**src/rtl/fetch_stage.sv**
```systemverilog
// Instruction-fetch stage: PC register, ROM address, IF/ID boundary, redirect/stall/squash control.
// Optional performance counters are built when FETCH_PERF_EN is defined; otherwise they read 0.
module fetch_stage #(
  parameter int unsigned     PC_W      = 32,
  parameter logic [PC_W-1:0] RESET_PC  = '0,
  parameter logic [31:0]     NOP_INSTR = 32'h0000_0000
) (
  input  logic            clk,
  input  logic            rst,
  output logic [PC_W-1:0] imem_addr,
  input  logic [31:0]     imem_data,
  input  logic            stall,
  input  logic            jump,
  input  logic [PC_W-1:0] jump_target,
  input  logic            branch_taken,
  input  logic [PC_W-1:0] branch_target,
  output logic            flush_out,
  output logic [31:0]     instr_id,
  output logic [PC_W-1:0] pc_plus1_id,
  output logic            valid_id,
  output logic [1:0]      fetch_state,
  output logic [31:0]     fetch_cnt,
  output logic [31:0]     stall_cnt,
  output logic [31:0]     flush_cnt
);

  typedef enum logic [1:0] {BOOT = 2'd0, RUN = 2'd1, HOLD = 2'd2} state_t;

  typedef struct packed {
    logic [31:0]     instr;
    logic [PC_W-1:0] pc_plus1;
    logic            valid;
  } ifid_t;

  localparam ifid_t BUBBLE = '{instr: NOP_INSTR, pc_plus1: {PC_W{1'b0}}, valid: 1'b0};

  state_t          state_q;
  logic [PC_W-1:0] pc_q;
  logic [PC_W-1:0] pc_plus1;
  ifid_t           ifid_q;

  assign pc_plus1    = pc_q + {{(PC_W-1){1'b0}}, 1'b1};
  assign imem_addr   = pc_q;
  assign flush_out   = branch_taken;
  assign instr_id    = ifid_q.instr;
  assign pc_plus1_id = ifid_q.pc_plus1;
  assign valid_id    = ifid_q.valid;
  assign fetch_state = state_q;

  // Priority: taken branch > stall > jump > sequential. A branch overrides a
  // stall because the held instruction is on the wrong path anyway.
  always_ff @(posedge clk or posedge rst) begin
    if (rst) begin
      state_q <= BOOT;
      pc_q    <= RESET_PC;
      ifid_q  <= BUBBLE;
    end else begin
      case (state_q)
        BOOT: begin
          state_q <= RUN;
          ifid_q  <= BUBBLE;
        end
        default: begin
          if (branch_taken) begin
            state_q <= RUN;
            pc_q    <= branch_target;
            ifid_q  <= BUBBLE;
          end else if (stall) begin
            // jump is dropped here; decode re-asserts it while the instr is held
            state_q <= HOLD;
          end else if (jump) begin
            state_q <= RUN;
            pc_q    <= jump_target;
            ifid_q  <= BUBBLE;
          end else begin
            state_q <= RUN;
            pc_q    <= pc_plus1;
            ifid_q  <= '{instr: imem_data, pc_plus1: pc_plus1, valid: 1'b1};
          end
        end
      endcase
    end
  end

`ifdef FETCH_PERF_EN
  logic active;
  logic fetch_ev;
  logic squash_ev;

  assign active    = (state_q != BOOT);
  assign fetch_ev  = active & ~branch_taken & ~stall & ~jump;
  assign squash_ev = active & (branch_taken | (jump & ~stall));

  always_ff @(posedge clk or posedge rst) begin
    if (rst) begin
      fetch_cnt <= '0;
      stall_cnt <= '0;
      flush_cnt <= '0;
    end else begin
      if (fetch_ev)         fetch_cnt <= fetch_cnt + 32'd1;
      if (active && stall)  stall_cnt <= stall_cnt + 32'd1;
      if (squash_ev)        flush_cnt <= flush_cnt + 32'd1;
    end
  end
`else
  assign fetch_cnt = '0;
  assign stall_cnt = '0;
  assign flush_cnt = '0;
`endif

endmodule

```
**config.mk**
```make
export PLATFORM = sky130hd
export DESIGN_NAME = fetch_stage
export DESIGN_NICKNAME = d
export VERILOG_FILES = /design/src/rtl/fetch_stage.sv
export SDC_FILE = /design/constraint.sdc
export NUM_CORES = 1
export LEC_CHECK = 0
export ABC_AREA = 1
export BUFFER_PORTS_ARGS = -buffer_cell sky130_fd_sc_hd__buf_2
export CORE_MARGIN = 3
export CORE_UTILIZATION = 45
export CTS_CLUSTER_SIZE = 8
export DETAILED_ROUTE_END_ITERATION = 8
export PLACE_DENSITY_LB_ADDON = 0.2
export REMOVE_ABC_BUFFERS = 1
export SLEW_MARGIN = 20
export SYNTH_ARGS = -nofsm -noshare
export SYNTH_HDL_FRONTEND = slang
export SYNTH_SLANG_ARGS = --single-unit
```
**constraint.sdc**
```tcl
create_clock -name clk -period 3.95 [get_ports clk]
set_input_delay 0.5925 -clock clk [delete_from_list [all_inputs] [get_ports clk]]
set_output_delay 0.5925 -clock clk [all_outputs]
set_load 0.01 [all_outputs]
```
== After elaboration in Yosys (flattened, before gate mapping) ==
Index checks and enable logic that the tools add are counted.
Operators by class
  reduce and logical (&&, ||, !) cells: 2
  eq/ne operators: 2
  add/subtract/negate cells: 1
  bitwise logic cells: 1
  mux-type cells: 10
Operators with widths (count)
  2-to-1 mux 65 bit: 4
  2-to-1 mux 32 bit: 3
  adder 32 x 1 -> 32 bit (second input constant): 1
  2-to-1 mux 2 bit: 3
  != test 3 x 1 -> 1 bit (second input constant): 1
  zero test 2 bit: 1
  != test 2 x 1 -> 1 bit (second input constant): 1
  AND reduction 2 bit: 1
  inverter 1 bit: 1
Word-level totals
  output and inout bits: 196
  register bits: 99
  logic and storage cells: 21
  input port bits: 101

== Longest topological paths before layout ==
Gate-level depths: netlist of the first run.
  depth after elaboration: 5
  mapped depth: 11
  gate-level depth less buffers: 11

== Least setup slack after synthesis of the first run ==
Ideal clock, no wire load.
  path kind: input port to flip-flop
  start point: input branch_taken
  end point: register pc_q[20] (netlist: imem_addr[20])
  cell stages on the path: 8
  data required time: 3.828 ns
  data arrival time: 1.583 ns
  slack: 2.245 ns
  cell sequence: buf_4 -> inv_4 -> a21oi_4 -> inv_2 -> buf_2 -> buf_2 -> a21oi_1 -> a21oi_1
Between the ends
  word-level cells in the longest chain between the ends: 2
Ends and longest elaborated chain
  start, declared: RTL line 15  | input logic branch_taken,
  != test 2 x 1 -> 1 bit (no line)
  AND reduction 2 bit (no line)
  end signal, assigned: RTL line 66  | pc_q <= branch_target;
  end signal, assigned: RTL line 73  | pc_q <= jump_target;
  end signal, assigned: RTL line 77  | pc_q <= pc_plus1;
  end, declared: RTL line 38  | logic [PC_W-1:0] pc_q;
Several ways; a longest one is shown, not always the timed one.
A chain may end at the register's enable or synchronous reset.

== Worst setup path in the final report of the first run ==
  start point: register state_q[1] (netlist: fetch_state[1])
  end point: register ifid_q (netlist bit instr_id[7])
Between the ends
  word-level cells in the longest chain between the ends: 2
Ends and longest elaborated chain
  start, declared: RTL line 37  | state_t state_q;
  start signal, assigned: RTL line 54  | state_q <= BOOT;
  start signal, assigned: RTL line 60  | state_q <= RUN;
  start signal, assigned: RTL line 65  | state_q <= RUN;
  zero test 2 bit *: RTL line 58  | case (state_q)
  != test 3 x 1 -> 1 bit (no line) or 2-to-1 mux 65 bit (tied branches)
  end signal, assigned: RTL line 78  | ifid_q <= '{instr: imem_data, pc_plus1: pc_plus1, valid: 1'b1};
  end, declared: RTL line 40  | ifid_t ifid_q;
Every way passes the cells marked *; elsewhere a longest branch is shown, timed or not.

==> run summary, run 1 <==
vias in the first global route: 4910
first-pass GRT wire length: 25900 um
Core Util, Final: 54.6%
Avg Synthesized Cell Area: 7.78 um2
post-DP HPWL: 12100 um
Post-CTS Hold Fix Bufs: 0
final cycle utilization of the critical path: 55.8%
RD Place Congestion: 0.810
starting density of the core: 46.2%
antenna violations before repair: 0
top_reg_cell synth: dfrtp_1
outcome: finished, final reports clean
Synth area leader: dfrtp_1
peak supply drop: 239 uV
vias per cell: 4.84
# DRC: 0
CP Class: flop to flop
fraction of layout cells with a size suffix above 1: 25.7%
Via Count: 5382
total net switching power: 0.888 mW
Worst setup endpoint: instr_id[7]$_DFFE_PP0N_
Slew @ Worst Pin: 0.987 ns
clk_lat worst skew: 0.35 ns
clock root buffer: clkbuf_16
post-synth top area share: 42.3%
initial drt markers: 244
antenna cells: 0
Sw Ratio: 32.1%
Nets: 1038
Ports: 297
fin crit period: 2.20 ns
Inserted Clock Buffers: 9
largest net degree at the start of global routing: 80
post-synthesis register bit count: 99
Netlist cell types: 27
Critical R2R Launch: fetch_state[1]$_DFF_PP0_
post-DR wirelength/cell: 15.1 um
worst path cell trace: nor2_1, a21oi_4, inv_2, nor2_4, nand2_2, inv_2, a22o_1
antenna viol nets, final: 0
critical path peak fanout: 32
crit-path most repeated cell: inv_2
critical path arrival: 2.43 ns
R2R cell count: 7
Post-Synth XOR/XNOR Area: 0%
post-synthesis mux area share: 0%
Levels on crit path: 7
Synth Area in Adders: 0.214%
critical path's top delay family: buffers and inverters
Worst path max stage delay: 0.45 ns
Comb power frac: 21.5%
Post-synth EDFFs: 0
Leakage: 3.85 nW
hold crit path type: input port to async pin
RSZ-0062 raised after global routing: false
CTS tree: done
Reg power frac: 43.7%
Max Root-Sink Buffers: 2
post-synthesis sequential area ratio: 42.3%
Clk pwr share: 34.8%
most frequent cells after synthesis: nand2_1, dfrtp_1, buf_4
Critical Path Start: fetch_state[1]$_DFF_PP0_
count leader, synth: nand2_1
Final Skew: 0.00961 ns
Reg-to-Reg End: instr_id[7]$_DFFE_PP0N_
max_cap viols: 0
Worst Path Required: 4.18 ns
Routed WL: 16800 um
Layout area overhead: 18.1%
clock input transition at the sequential cells of the worst setup and hold paths: 0.07 ns
Yosys warning count: 0
slowest library cell on the worst path: inv_2
PortBufs: 200
Max Fclk: 454 MHz
Pint: 1.87 mW
H-tree depth: 3
fill count: 1299
post-synthesis compound-gate area fraction: 17.1%
Post-Synthesis Cells: 752
Synth area leaders: dfrtp_1, buf_4, nand2_1, a21oi_1, nor2_1
site row count: 41
Mapped Area: 0.00585 mm2
Core Area: 0.0127 mm2
final setup vio count: 0
largest family of logic cells by synthesized area: simple AND/OR/NAND/NOR gates
# Post-CTS Setup Buffers: 0
Synth Area in Simple Gates: 22.2%
Die Y: 120 um
CP Capture Type: flop
area of the die: 0.0144 mm2
die width: 120 um
Power Density: 399 mW/mm2
gr ovfl total: 0
Async S/R FF share, synth: 100%
Slew headroom: 34.2%
fin. max-slew vios: 0
Buf+Inv Stages, Crit Path: 2
clk sinks: 99
final number of hold-violating endpoints: 0
Setup TNS Final: 0 ns
reg-to-reg setup timing slack: 1.75 ns
Worst Setup Start Kind: flop
DR pass1 iterations: 5
post-cts sizing count: 0
overall routing resource usage: 22.7%
==> through the flow <==
step	worst slack (ns)	hold slack, ns	instance area, um2	std cells	total power, mW
3_3_place_gp	1.50	0.456	6590	1097	1.81
4_1_cts	1.68	0.445	6910	1113	2.79
6_report	1.75	0.460	6910	1113	2.76
3_5_place_dp	1.43	0.464	6590	1097	1.82
5_1_grt	1.51	0.446	6910	1113	2.92
2_1_floorplan	0.719	0.517	5310	718	1.55
==> cells in the final DEF (no fill, tap or decap), drive strengths merged <==
master,count
nor2,88
bufinv,2
clkinvlp,1
ha,1
buf,207
dfrtp,99
o21ai,49
a21o,11
and2,3
a22o,32
conb,96
a21oi,63
nand2,180
o211ai,4
o22ai,2
clkinv,2
nand3,45
inv,44
clkbuf,9
o21bai,3
==> registers in the layout (all words and copies together) (netlist names) <==
| register | cells |
|---|---|
| instr_id | 32 |
| pc_plus1_id | 32 |
| valid_id | 1 |
| imem_addr | 32 |
| fetch_state | 2 |
==> how the worst min path moves through the flow <==
| stage | startpoint | to | slack [ns] | cells after the start |
|---|---|---|---|---|
| floorplan | valid_id$_DFFE_PP0N_ | valid_id$_DFFE_PP0N_ | 0.52 | 2 |
| global placement | pc_plus1_id[26]$_DFFE_PP0N_ | pc_plus1_id[26]$_DFFE_PP0N_ | 0.46 | 1 |
| detailed placement | pc_plus1_id[28]$_DFFE_PP0N_ | pc_plus1_id[28]$_DFFE_PP0N_ | 0.46 | 1 |
| CTS | imem_data[1] | instr_id[1]$_DFFE_PP0N_ | 0.44 | 2 |
| global route | imem_data[22] | instr_id[22]$_DFFE_PP0N_ | 0.45 | 2 |
| finish | rst | instr_id[13]$_DFFE_PP0N_ | 0.46 | 2 |
==> routing by layer <==
layer  track usage [%]  vias to the layer above  wire [um]
li1                  -                     2632          -
met1              30.5                     2500       7160
met2              36.8                      235       7960
met3              4.62                       15       1420
met4              7.66                        0        224
met5                 0                        -          0
==> logic make-up (layout without fill, tap and decap cells) <==
family,count (synthesis),count (layout)
compound gates,164,164
fa+ha+maj,1,1
simple gates,316,316
flops,99,99
buf+inv,171,265
other cells,1,96
==> area by class of cell <==
class | count | area [um2] | area share, %
Clock buffer | 9 | 225 | 3.26
Clock inverter | 7 | 98.8 | 1.43
Inverter | 42 | 163 | 2.35
Multi-Input combinational cell | 577 | 2680 | 38.8
Sequential cell | 99 | 2480 | 35.8
Tap cell | 172 | 215 | 3.11
Timing Repair Buffer | 207 | 1050 | 15.2
==> power by group through the flow <==
stage	clock, mW	combinational, mW	sequential (mW)
2_1_floorplan	0	0.304	1.25
3_3_place_gp	0	0.588	1.22
3_5_place_dp	0	0.597	1.22
4_1_cts	0.981	0.599	1.21
5_1_grt	1.02	0.669	1.22
6_report	0.961	0.594	1.21
==> worst reg2reg max path, delay by kind of cell (launching register included) <==
kind / cells / cell delay, ns
buffers and inverters: 2 / 0.74
AOI/OAI and AO/OA: 2 / 0.33
DFF: 1 / 0.38
and+or+nand+nor: 3 / 0.64
Power figures use the tool's default switching activity.
==> run 2: changes to the inputs <==
Settings changed: ABC_AREA 1 to 0.
Clock period 3.95 ns to 2.2 ns, I/O delays scaled along.
==> run summary, run 2 <==
outcome: finished, final reports clean
hold crit path type: input port to async pin
total net switching power: 1.54 mW
Levels on crit path: 7
met2 Usage GRT: 38.8%
Clk pwr share: 34.1%
Worst path max stage delay: 0.40 ns
Nets: 899
Core Area: 0.0121 mm2
GRT Max-Usage Layer: met2
largest net degree at the start of global routing: 51
Netlist cell types: 52
clk sinks: 99
met1 usage: 31.7%
Async S/R FF share, synth: 100%
Avg Synthesized Cell Area: 9.48 um2
fill count: 1169
Leakage: 3.62 nW
Ports: 297
Inserted Clock Buffers: 9
Post-Synthesis Cells: 593
Final Skew: 0.00649 ns
R2R cell count: 7
most frequent cells in the layout: buf_2, dfrtp_1, conb_1
post-synthesis register bit count: 99
max_cap viols: 0
overall routing resource usage: 23.7%
Post-DP Area: 0.00660 mm2
Multi-input gate area: 0.00261 mm2
starting density of the core: 46.4%
Max Root-Sink Buffers: 2
final number of hold-violating endpoints: 0
clk_lat worst skew: 0.34 ns
fraction of layout cells with a size suffix above 1: 33.3%
top_reg_cell synth: dfrtp_1
final instance area: 0.00693 mm2
Synth area leader: dfrtp_1
post-synthesis sequential area ratio: 44.1%
DR pass1 iterations: 7
critical path arrival: 2.26 ns
Sw Ratio: 31.7%
CTS tree: done
Via Count: 5081
RSZ-0062 raised after global routing: false
die width: 118 um
Routed WL: 16800 um
Hold WS: 0.0689 ns
Mapped Area: 0.00562 mm2
PortBufs: 200
fin crit period: 2.03 ns
vias in the first global route: 5001
peak supply drop: 370 uV
RD Place Congestion: 0.818
Worst Setup Start Kind: flop
Worst Path Required: 2.43 ns
fin. max-slew vios: 0
Placement Setup Slack: 0.164 ns
critical path peak fanout: 10
gr ovfl total: 0
commonest non-fill, non-tap cell in the layout: buf_2
sequential cell area: 0.00248 mm2
PnR worst setup slack: 0.169 ns
initial drt markers: 339
Reg power frac: 44.2%
antenna viol nets, final: 0
Comb power frac: 21.7%
antenna violations before repair: 1
CP Capture Type: flop
final cycle utilization of the critical path: 92.3%
Yosys warning count: 0
CP Class: flop to flop
critical path's top delay family: simple AND/OR/NAND/NOR gates
first-pass GRT wire length: 26700 um
Layout area overhead: 23.3%
Pint: 3.31 mW
# DRC: 0
worst path cell trace: ha_1, nand4_2, nor4_4, buf_4, nand4_1, xnor2_1, a221o_1
Slew headroom: 30.8%
final setup vio count: 0
Slew @ Worst Pin: 1.03 ns
Post-synth EDFFs: 0
area of the die: 0.0139 mm2
post-synth top area share: 44.1%
clock input transition at the sequential cells of the worst setup and hold paths: 0.07 ns
count leader, synth: dfrtp_1
Buf+Inv Stages, Crit Path: 1
site row count: 40
clock root buffer: clkbuf_16
Synth area leaders: dfrtp_1, buf_4, a22o_1, o21ai_0, nand2_1
Die Y: 118 um
slowest library cell on the worst path: dfrtp_1
# Post-CTS Setup Buffers: 0
M3 GR Usage: 4.57%
vias per cell: 5.24
Power Density: 698 mW/mm2
antenna cells: 0
Max Fclk: 492 MHz
post-DR wirelength/cell: 17.3 um
post-DP HPWL: 12500 um
most frequent cells after synthesis: dfrtp_1, buf_4, nand2_1
reg-to-reg setup timing slack: 0.17 ns
H-tree depth: 3
==> run 2: cell count changes after synthesis, sizes merged, moves of 9 or more <==
cell | before | now
a22o | 32 | 41
xnor2 | 0 | 17
a21o | 11 | 1
nand3 | 45 | 20
xor2 | 0 | 13
nand2 | 180 | 49
nand4 | 0 | 12
nor2 | 88 | 22
inv | 42 | 16
clkbuf | 13 | 25
a21oi | 63 | 31
a22oi | 0 | 12
==> run 2: final cells by class <==
cell class	count	share of cell area, %
sequential	99	35.8
tap	168	3.03
inverter	16	0.902
clock inverter	6	1.01
multi-input combinational	439	37.6
timing repair buffer	232	18.3
clock buffer	10	3.45
==> run 2: per-stage QoR <==
stage	util (%)	setup TNS [ns]	instances	power, mW
floorplan	-	-224.71	554	2.70
global placement	54.5	0	954	3.19
detailed placement	54.5	0	954	3.21
CTS	57.1	0	970	4.86
global route	57.3	0	970	5.08
finish	57.3	0	970	4.84
==> run 2: logic make-up (layout without fill, tap and decap cells) <==
logic type | count (synthesis) | in the layout | synth area share, %
AO/OA/AOI/OAI | 171 | 171 | 21.1
buffers and inverters | 150 | 264 | 16.6
AND/OR/NAND/NOR | 136 | 136 | 12.4
flip-flops | 99 | 99 | 44.1
XOR/XNOR | 30 | 30 | 4.67
multiplexers | 5 | 5 | 0.890
adder cells (fa/ha/maj) | 1 | 1 | 0.223
other | 1 | 96 | 0.0667
==> run 2: what timing repair did <==
action,4_1_cts,5_1_grt
resized for setup,0,5
endpoints found under the setup margin,0,4
hold buffers,0,0
==> run 2: worst paths after layout <==
| check | endpoint | from |
|---|---|---|
| hold reg to reg | pc_plus1_id[17]$_DFFE_PP0N_ | pc_plus1_id[17]$_DFFE_PP0N_ |
| hold / removal | pc_plus1_id[27]$_DFFE_PP0N_ | rst |
| setup reg to reg | imem_addr[22]$_DFFE_PP0P_ | imem_addr[1]$_DFFE_PP0P_ |
| max in group asynchronous | imem_addr[26]$_DFFE_PP0P_ | rst |
| min in group clk | instr_id[2]$_DFFE_PP0N_ | imem_data[2] |
| setup / recovery | imem_addr[22]$_DFFE_PP0P_ | imem_addr[1]$_DFFE_PP0P_ |
==> run 2: routing by layer <==
layer,part of all wire [%],vias up
met2,46,284
met5,0.077,-
met4,1.8,2
met3,8.0,22
li1,-,2344
met1,44,2429
==> run 2: power by group through the flow <==
stage | logic, mW | clock network, mW | registers [mW]
finish | 1.05 | 1.65 | 2.14
global route | 1.16 | 1.76 | 2.16
CTS | 1.05 | 1.68 | 2.13
detailed placement | 1.05 | 0 | 2.16
global placement | 1.03 | 0 | 2.16
floorplan | 0.477 | 0 | 2.23
==> run 2: worst reg2reg max path, cell delays in order (launching register included) <==
cell and delay, ns:
dfrtp_1 0.40, ha_1 0.26, nand4_2 0.19, nor4_4 0.28, buf_4 0.22, nand4_1 0.13, xnor2_1 0.16, a221o_1 0.29
